## src/rtl/bcd_store_seq.sv

```systemverilog
// bcd_store_seq: FX33 sequencer. Latches VX and I, converts VX to three BCD
// digits, then writes hundreds/tens/ones to I, I+1, I+2 over a req/gnt port.
module bcd_store_seq #(
   parameter int unsigned ADDR_W = 12
) (
   input  logic              clk,
   input  logic              rst,
   input  logic              start,
   input  logic [7:0]        value,
   input  logic [ADDR_W-1:0] base_addr,
   output logic              busy,
   output logic              done,
   output logic              mem_req,
   output logic [ADDR_W-1:0] mem_addr,
   output logic [7:0]        mem_wdata,
   input  logic              mem_gnt
);

   localparam logic [2:0] IDLE = 3'd0;
   localparam logic [2:0] CONV = 3'd1;
   localparam logic [2:0] WR_H = 3'd2;
   localparam logic [2:0] WR_T = 3'd3;
   localparam logic [2:0] WR_O = 3'd4;
   localparam logic [2:0] DONE = 3'd5;

   logic [2:0]        state_q, state_d;
   logic [7:0]        value_q;
   logic [ADDR_W-1:0] base_q;
   logic [3:0]        hund_q, tens_q, ones_q;
   logic [11:0]       conv_bcd;
   logic              accept;

   // start is honoured only from IDLE; anything arriving while busy is dropped
   assign accept = (state_q == IDLE) && start;

   // Combinational binary-to-BCD converter (double dabble) on the latched value
   always_comb begin
      logic [19:0] dd;
      dd = {12'd0, value_q};
      for (int i = 0; i < 8; i++) begin
         if (dd[11:8] >= 4'd5)  dd[11:8]  = dd[11:8]  + 4'd3;
         if (dd[15:12] >= 4'd5) dd[15:12] = dd[15:12] + 4'd3;
         if (dd[19:16] >= 4'd5) dd[19:16] = dd[19:16] + 4'd3;
         dd = dd << 1;
      end
      conv_bcd = dd[19:8];
   end

   // Next-state logic; each write state holds until the arbiter grants it
   always_comb begin
      state_d = state_q;
      unique case (state_q)
         IDLE:    if (start) state_d = CONV;
         CONV:    state_d = WR_H;
         WR_H:    if (mem_gnt) state_d = WR_T;
         WR_T:    if (mem_gnt) state_d = WR_O;
         WR_O:    if (mem_gnt) state_d = DONE;
         DONE:    state_d = IDLE;
         default: state_d = IDLE;
      endcase
   end

   // State register; reset abandons any pending write immediately
   always_ff @(posedge clk) begin
      if (rst) begin
         state_q <= IDLE;
      end else begin
         state_q <= state_d;
      end
   end

   // Operand latch: captured only on an accepted start so later starts cannot disturb them
   always_ff @(posedge clk) begin
      if (rst) begin
         value_q <= 8'd0;
         base_q  <= '0;
      end else if (accept) begin
         value_q <= value;
         base_q  <= base_addr;
      end
   end

   // Digit registers, loaded during the single CONV cycle
   always_ff @(posedge clk) begin
      if (rst) begin
         hund_q <= 4'd0;
         tens_q <= 4'd0;
         ones_q <= 4'd0;
      end else if (state_q == CONV) begin
         hund_q <= conv_bcd[11:8];
         tens_q <= conv_bcd[7:4];
         ones_q <= conv_bcd[3:0];
      end
   end

   // Outputs decoded purely from registers; no combinational path from mem_gnt.
   // Address wraps naturally at ADDR_W bits.
   always_comb begin
      busy      = (state_q != IDLE);
      done      = (state_q == DONE);
      mem_req   = 1'b0;
      mem_addr  = '0;
      mem_wdata = 8'd0;
      unique case (state_q)
         WR_H: begin
            mem_req   = 1'b1;
            mem_addr  = base_q;
            mem_wdata = {4'b0000, hund_q};
         end
         WR_T: begin
            mem_req   = 1'b1;
            mem_addr  = base_q + ADDR_W'(1);
            mem_wdata = {4'b0000, tens_q};
         end
         WR_O: begin
            mem_req   = 1'b1;
            mem_addr  = base_q + ADDR_W'(2);
            mem_wdata = {4'b0000, ones_q};
         end
         default: begin
            mem_req   = 1'b0;
            mem_addr  = '0;
            mem_wdata = 8'd0;
         end
      endcase
   end

endmodule
```

## config.mk

```make
export PLATFORM = sky130hd
export DESIGN_NAME = bcd_store_seq
export DESIGN_NICKNAME = d
export VERILOG_FILES = /design/src/rtl/bcd_store_seq.sv
export SDC_FILE = /design/constraint.sdc
export NUM_CORES = 1
export LEC_CHECK = 0
export CAP_MARGIN = 20
export CORE_ASPECT_RATIO = 0.6
export CORE_MARGIN = 5
export CORE_UTILIZATION = 55
export CTS_BUF_LIST = sky130_fd_sc_hd__clkbuf_2 sky130_fd_sc_hd__clkbuf_4 sky130_fd_sc_hd__clkbuf_8
export CTS_CLUSTER_SIZE = 12
export DETAILED_ROUTE_END_ITERATION = 8
export HOLD_SLACK_MARGIN = 0.05
export PLACE_DENSITY = 0.8
export SLEW_MARGIN = 10
export SYNTH_ARGS = -nofsm -noshare
export SYNTH_HDL_FRONTEND = slang
export SYNTH_SLANG_ARGS = --single-unit
```

## constraint.sdc

```tcl
create_clock -name clk -period 6.5 [get_ports clk]
set_input_delay 1.625 -clock clk [delete_from_list [all_inputs] [get_ports clk]]
set_output_delay 1.625 -clock clk [all_outputs]
set_load 0.02 [all_outputs]
```

**Yosys cells after proc, flatten, opt, wreduce, memory -nomap -nowiden**

Cells that the tools add are included.
Widths: inputs -> output; s select.

- Logic and storage cells: 84
- Flip-flop bits (word level): 35
- Memory bits (writable): 0
- Memories: 0
- Output and inout port bits: 23
- Latch bits: 0
- ROM bits: 0
- Input port bits: 24

- Muxes and demuxes: 26
- Eq/ne operators: 9
- Shift-type cells: 0
- Reductions and logical operators: 5
- Div/mod/pow operators: 0
- Multipliers: 0
- Add/subtract/negate cells: 20
- Bitwise operators: 0
- $lt $le $gt $ge: 18

Operators with widths:

| operator | number |
|---|---|
| $ge 4x3->1 const B | 15 |
| $mux 4 | 12 |
| $add 4x2->4 const B | 11 |
| $pmux 12 s3 | 1 |
| $mux 3 | 10 |
| $pmux 3 s5 | 1 |
| $add 12x1->12 const B | 1 |
| $add 12x2->12 const B | 1 |
| $add 3x2->3 const B | 4 |
| $pmux 4 s3 | 1 |
| $ne 2x2->1 const B | 4 |
| $add 1x2->3 const B | 2 |
| $eq 3x2->1 const B | 2 |
| $eq 3x3->1 const B | 2 |
| $ge 1x3->1 const B | 2 |
| $reduce_and 4->1 | 1 |
| $add 1x2->3 const AB | 1 |
| $eq 3x1->1 const B | 1 |
| $ge 1x3->1 const AB | 1 |
| $logic_not 3->1 | 1 |
| $reduce_bool 3->1 | 1 |
| $reduce_or 3->1 | 1 |
| $logic_and 1x1->1 | 1 |
| $mux 1 | 1 |

**Logic depth before layout (Yosys ltp)**

- Depth in word-level cells: 14
- Mapped depth: 25
- Mapped depth without buffers: 25

**Least setup slack after synthesis**

Ideal clock, no wire load.

- Path type: register to register
- From: reg value_q[5]
- To: reg tens_q[0]
- Library setup time: 0.061 ns
- Clock period less this slack: 4.499 ns
- Slack: 2.001 ns
- Cell stages (with the launch flop): 23
- Arrival: 4.439 ns
- Data required time: 6.439 ns
- Cell sequence: dfxtp_1 inv_2 ha_1 inv_1 ha_1 a21oi_1 xnor2_1 ha_1 nand2b_1 a21oi_1 o21ai_0 xnor2_1 inv_1 ha_1 nand2b_1 a2111oi_2 mux2i_1 and2_4 xnor2_4 nor2_2 mux2_4 a2111oi_2 a32o_1

- Cells in the longest elaborated chain, start to end: 10
- Elaborated cells between the ends (all ways): 15
- Those cells by class: add/sub: 5; order compare: 5; mux: 5

RTL lines:

| element | line | text |
|---|---|---|
| from (decl) | 27 | `logic [7:0] value_q;` |
| from (signal assigned) | 78 | `value_q <= value;` |
| $add 4x2->4 / $ge 4x3->1 (equally long branches) | 41 | `if (dd[11:8] >= 4'd5) dd[11:8] = dd[11:8] + 4'd3;` |
| $mux 4 * | 41 |  |
| $add 4x2->4 / $ge 4x3->1 (equally long branches) | 41 |  |
| $mux 4 * | 41 |  |
| $add 4x2->4 / $ge 4x3->1 (equally long branches) | 41 |  |
| $mux 4 * | 41 |  |
| $ge 4x3->1 / $add 4x2->4 (equally long branches) | 41 |  |
| $mux 4 * | 41 |  |
| $add 4x2->4 / $ge 4x3->1 (equally long branches) | 41 |  |
| $mux 4 * | 41 |  |
| to (signal assigned) | 91 | `tens_q <= conv_bcd[7:4];` |
| to (decl) | 29 | `logic [3:0] hund_q, tens_q, ones_q;` |

Mark *: on every way between the ends. The rest lies on a longest branch, timed or not.
A chain may end at the register's enable or synchronous reset.

**Final worst setup path**

Ends and elaborated chain as after synthesis.

==> results.sh <==
export IMPL_syn_area_sq_um=2710
export IMPL_hold_path_class="register to register"
export IMPL_io_buffers=42
export IMPL_post_synth_mux_area_share_pct=6.879
export IMPL_worst_ir_drop_vdd_uv=132.7
export IMPL_avg_synthesized_cell_area_sq_um=7.151
export IMPL_average_detailed_routed_wire_length_per_instance_microns=15.86
export IMPL_finalWeightedCongestion=1.004
export IMPL_grt_setup_unrepaired="no"
export IMPL_power_leakage_nw=1.239
export IMPL_drc=0
export IMPL_timing_worst_setup_path_type="register to register"
export IMPL_cts_bufs_inserted=5
export IMPL_dp_hpwl_mm=5.619
export IMPL_final_min_clock_period_ps=5411
export IMPL_critPathMaxStageDelay_ps=480
export IMPL_clk_transition_reported_paths_ps=70
export IMPL_holdWs_ps=471.6
export IMPL_layout_setup_ws_ps=1089
export IMPL_timing_critical_path_required_ps=6730
export IMPL_number_of_antenna_violations_at_the_first_check_in_global_routing=0
export IMPL_regToRegStartpoint="value_q[5]$_SDFFE_PP0P_"
export IMPL_pwr_share_clk_pct=29.5
export IMPL_critical_path_top_delay_family="compound AO/OA/AOI/OAI gates"
export IMPL_gr_total_overflow=0
export IMPL_pwr_share_seq_pct=31.4
export IMPL_final_hold_vios=0
export IMPL_synth_async_reset_ratio_pct=0
export IMPL_synthCells=379
export IMPL_rows=19
export IMPL_worstHoldStart="value_q[0]$_SDFFE_PP0P_"
export IMPL_timing_critical_path_mode_cell="sky130_fd_sc_hd__ha_1"
export IMPL_cts_tree="yes"
export IMPL_power_report_internal_total_mw=0.5083
export IMPL_critPathArrivalTime_ps=5640
export IMPL_fin_cells=472
export IMPL_synth_ff_type="sky130_fd_sc_hd__dfxtp_1"
export IMPL_timing_critical_path_fanout_max=15
export IMPL_worst_pin_slew_ps=877.9
export IMPL_dpl_instance_area_sq_um=3122
export IMPL_drv_slew=0
export IMPL_clock_latency_ps=290
export IMPL_drt_pre_antenna_iters=5
export IMPL_routed_via_count=2858
export IMPL_run_status="completed"
export IMPL_grt_first_pass_wirelength_mm=12.40
export IMPL_cts_resized=0
export IMPL_start_util_pct=58.16
export IMPL_cp_num_buf_inv=3
export IMPL_fin_area_sq_um=3264
export IMPL_synth_compound_gate_area_share_pct=30.01
export IMPL_yosys_register_bits=33
export IMPL_drtAntennaViolNets=0
export IMPL_dieWidth_microns=100.6
export IMPL_die_height_microns=64.38
export IMPL_synth_sequential_area_ratio_pct=24.38
export IMPL_xor_xnor_share_of_the_synthesized_area_pct=4.524
export IMPL_synth_simple_gate_area_share_pct=22.71
export IMPL_power_per_cell_area_nw_per_um2=247.3
export IMPL_post_cts_hold_buffer_count=0
export IMPL_max_slew_margin_rel_pct=41.36
export IMPL_startpoint_type_of_the_worst_setup_path="register"
export IMPL_vias_per_cell=6.055
export IMPL_core_area_sq_um=4659
export IMPL_clkSinkCount=33
export IMPL_cts_root_to_sink_buffers=2
export IMPL_final_setup_viol_count=0
export IMPL_yosys_warning_total=0
export IMPL_antenna_cells_inserted=0
export IMPL_critical_path_slowest_cell="sky130_fd_sc_hd__dfxtp_1"
export IMPL_netSwitchingFraction_pct=37.03
export IMPL_post_cts_buffers=0
export IMPL_path_cells="inv_2, ha_1, inv_1, ha_1, a21oi_1, xnor2_1, ha_1, nand2b_1, a21oi_1, o21ai_0, xnor2_1, inv_1, ha_1, nand2b_1, a2111oi_2, mux2i_1, or2_1, o211ai_2, nor2_1, mux2_4, a2111oi_2, a32o_1"
export IMPL_first_global_vias=2607
export IMPL_max_clock_freq_mhz=184.8
export IMPL_design_die_area_sq_um=6477
export IMPL_yosys_area_share_adder_pct=5.078
export IMPL_power_switching_mw=0.2989
export IMPL_max_cap_violations=0
export IMPL_layout_nets=443
export IMPL_place_inst=464
export IMPL_detail_route_iter0_violations=295
export IMPL_postRouteWirelength_mm=7.486
export IMPL_htreeDepth=2
export IMPL_grt_max_degree=28
export IMPL_launch_point_of_the_critical_path="value_q[5]$_SDFFE_PP0P_"
export IMPL_dpl_worst_slack_ps=1212
export IMPL_netlist_cell_type_count=62
export IMPL_cp_end_kind="register"
export IMPL_power_share_combinational_pct=39.1
export IMPL_global_route_usage_total_pct=23.45
export IMPL_dominant_combinational_cell_family_by_area_after_synthesis="compound AO/OA/AOI/OAI gates"
export IMPL_tns_ps=0
export IMPL_synth_edff_count=0
export IMPL_layout_overhead_on_the_synthesized_area_pct=20.45
export IMPL_finalCritPeriodShare_pct=83.25
export IMPL_ctsRootBufferMaster="sky130_fd_sc_hd__clkbuf_8"
export IMPL_floorplan_io_pins=47
export IMPL_layout_drive_gt1_share_pct=7.579
export IMPL_finalClockSkew_ps=9.003
-- worst paths after layout --
check                                 to  slack (ps)  cells after the start
hold reg to reg   ones_q[0]$_SDFFE_PP0N_         470                      2
setup reg to reg  tens_q[0]$_SDFFE_PP0N_        1090                     22
setup / recovery  tens_q[0]$_SDFFE_PP0N_        1090                     22
hold / removal    ones_q[0]$_SDFFE_PP0N_         470                      2
-- worst reg2reg max path: stages (launching register included) --
cell,delay (ps)
sky130_fd_sc_hd__dfxtp_1,480
sky130_fd_sc_hd__inv_2,110
sky130_fd_sc_hd__ha_1,210
sky130_fd_sc_hd__inv_1,50
sky130_fd_sc_hd__ha_1,250
sky130_fd_sc_hd__a21oi_1,110
sky130_fd_sc_hd__xnor2_1,410
sky130_fd_sc_hd__ha_1,340
sky130_fd_sc_hd__nand2b_1,120
sky130_fd_sc_hd__a21oi_1,200
sky130_fd_sc_hd__o21ai_0,150
sky130_fd_sc_hd__xnor2_1,290
sky130_fd_sc_hd__inv_1,120
sky130_fd_sc_hd__ha_1,200
sky130_fd_sc_hd__nand2b_1,270
sky130_fd_sc_hd__a2111oi_2,390
sky130_fd_sc_hd__mux2i_1,180
sky130_fd_sc_hd__or2_1,270
sky130_fd_sc_hd__o211ai_2,230
sky130_fd_sc_hd__nor2_1,170
sky130_fd_sc_hd__mux2_4,310
sky130_fd_sc_hd__a2111oi_2,320
sky130_fd_sc_hd__a32o_1,170
-- flip-flops by register name, indices dropped and copies added, names as in the netlist --
register / flops
base_q: 12
state_q: 3
ones_q: 4
value_q: 8
tens_q: 4
hund_q: 2
-- layer usage --
metal	vias to the layer above	track usage, %	routed length (microns)	share of wire, %
met5	-	0	0	0
met4	0	5.882	56	0.75
met3	6	8.696	830	11
met2	152	32.21	2952	39
met1	1291	34.09	3647	49
li1	1409	-	-	-
-- power by group through the flow --
stage	logic, mW	registers, mW	clock network [mW]
after floorplan	0.251	0.237	0
after global placement	0.300	0.255	0
after detailed placement	0.308	0.255	0
after CTS	0.311	0.251	0.238
after global routing	0.348	0.256	0.250
final	0.316	0.253	0.238
-- stage by stage --
stage                     total power, mW  util [%]
after floorplan                    0.4883         -
after global placement             0.5553     67.00
after detailed placement           0.5633     67.00
after CTS                          0.8010     69.95
after global routing               0.8542     70.06
final                              0.8071     70.06
-- placed cells by master, fill, tap and decap left out, types with 4 or more instances in the layout --
cell	synthesis	final
sky130_fd_sc_hd__inv_1	16	16
sky130_fd_sc_hd__ha_1	11	11
sky130_fd_sc_hd__clkdlybuf4s50_1	0	42
sky130_fd_sc_hd__nand2b_1	5	5
sky130_fd_sc_hd__conb_1	1	4
sky130_fd_sc_hd__nand3_1	9	9
sky130_fd_sc_hd__a21oi_1	48	48
sky130_fd_sc_hd__and3_1	4	4
sky130_fd_sc_hd__clkbuf_8	0	5
sky130_fd_sc_hd__nand4_1	4	4
sky130_fd_sc_hd__a31oi_1	5	5
sky130_fd_sc_hd__nor2_1	27	27
sky130_fd_sc_hd__nand2_1	70	70
sky130_fd_sc_hd__mux2i_1	11	11
sky130_fd_sc_hd__o22ai_1	4	4
sky130_fd_sc_hd__a32o_1	4	4
sky130_fd_sc_hd__nor2b_1	4	4
sky130_fd_sc_hd__xnor2_1	7	7
sky130_fd_sc_hd__dfxtp_1	33	33
sky130_fd_sc_hd__o21ai_0	28	28
sky130_fd_sc_hd__o211ai_1	5	5
-- synthesized netlist by cell type, types with 2 or more instances --
master	n	share of area, %
sky130_fd_sc_hd__buf_1	3	0.42
sky130_fd_sc_hd__o211ai_1	5	1.4
sky130_fd_sc_hd__dfxtp_1	33	24
sky130_fd_sc_hd__a22oi_1	2	0.55
sky130_fd_sc_hd__a31oi_1	5	1.2
sky130_fd_sc_hd__nor3_1	4	0.74
sky130_fd_sc_hd__nor2_2	2	0.46
sky130_fd_sc_hd__and3_1	4	0.92
sky130_fd_sc_hd__xor2_1	2	0.65
sky130_fd_sc_hd__a22o_1	3	0.97
sky130_fd_sc_hd__a211oi_1	2	0.55
sky130_fd_sc_hd__inv_1	16	2.2
sky130_fd_sc_hd__nand2_1	70	9.7
sky130_fd_sc_hd__a32o_1	4	1.5
sky130_fd_sc_hd__o21a_1	2	0.55
sky130_fd_sc_hd__mux2_2	3	1.2
sky130_fd_sc_hd__a2bb2oi_1	2	0.65
sky130_fd_sc_hd__nand3_1	9	1.7
sky130_fd_sc_hd__a2111oi_2	2	1.1
sky130_fd_sc_hd__a311oi_1	2	0.65
sky130_fd_sc_hd__nand4_1	4	0.92
sky130_fd_sc_hd__buf_4	4	1.1
sky130_fd_sc_hd__mux2i_1	11	4.1
sky130_fd_sc_hd__nor2_1	27	3.7
sky130_fd_sc_hd__xnor2_1	7	2.3
sky130_fd_sc_hd__o22ai_1	4	0.92
sky130_fd_sc_hd__ha_1	11	5.1
sky130_fd_sc_hd__mux2i_2	2	1.0
sky130_fd_sc_hd__o21ai_0	28	5.2
sky130_fd_sc_hd__a21oi_1	48	8.9
sky130_fd_sc_hd__a32oi_1	3	0.97
sky130_fd_sc_hd__o21ai_1	2	0.37
sky130_fd_sc_hd__nor2b_1	4	0.92
sky130_fd_sc_hd__clkbuf_1	16	2.2
sky130_fd_sc_hd__nand2b_1	5	1.2
sky130_fd_sc_hd__o2111ai_1	2	0.65
-- kinds of logic after synthesis --
logic type	Yosys count
AND/OR/NAND/NOR	138
flip-flops	33
XOR/XNOR	11
other	1
AO/OA/AOI/OAI	127
buffers and inverters	41
adder cells (fa/ha/maj)	11
multiplexers	17
-- cell type report --
type                            count  area, sq um
Clock buffer                        5        68.82
Timing Repair Buffer               43        427.9
Multi-Input combinational cell    308         1896
Tap cell                           63        78.83
Inverter                           17        63.81
Fill cell                         408         1395
Clock inverter                      3        68.82
Sequential cell                    33        660.6
No activity file was read; power rests on OpenSTA's default activity.
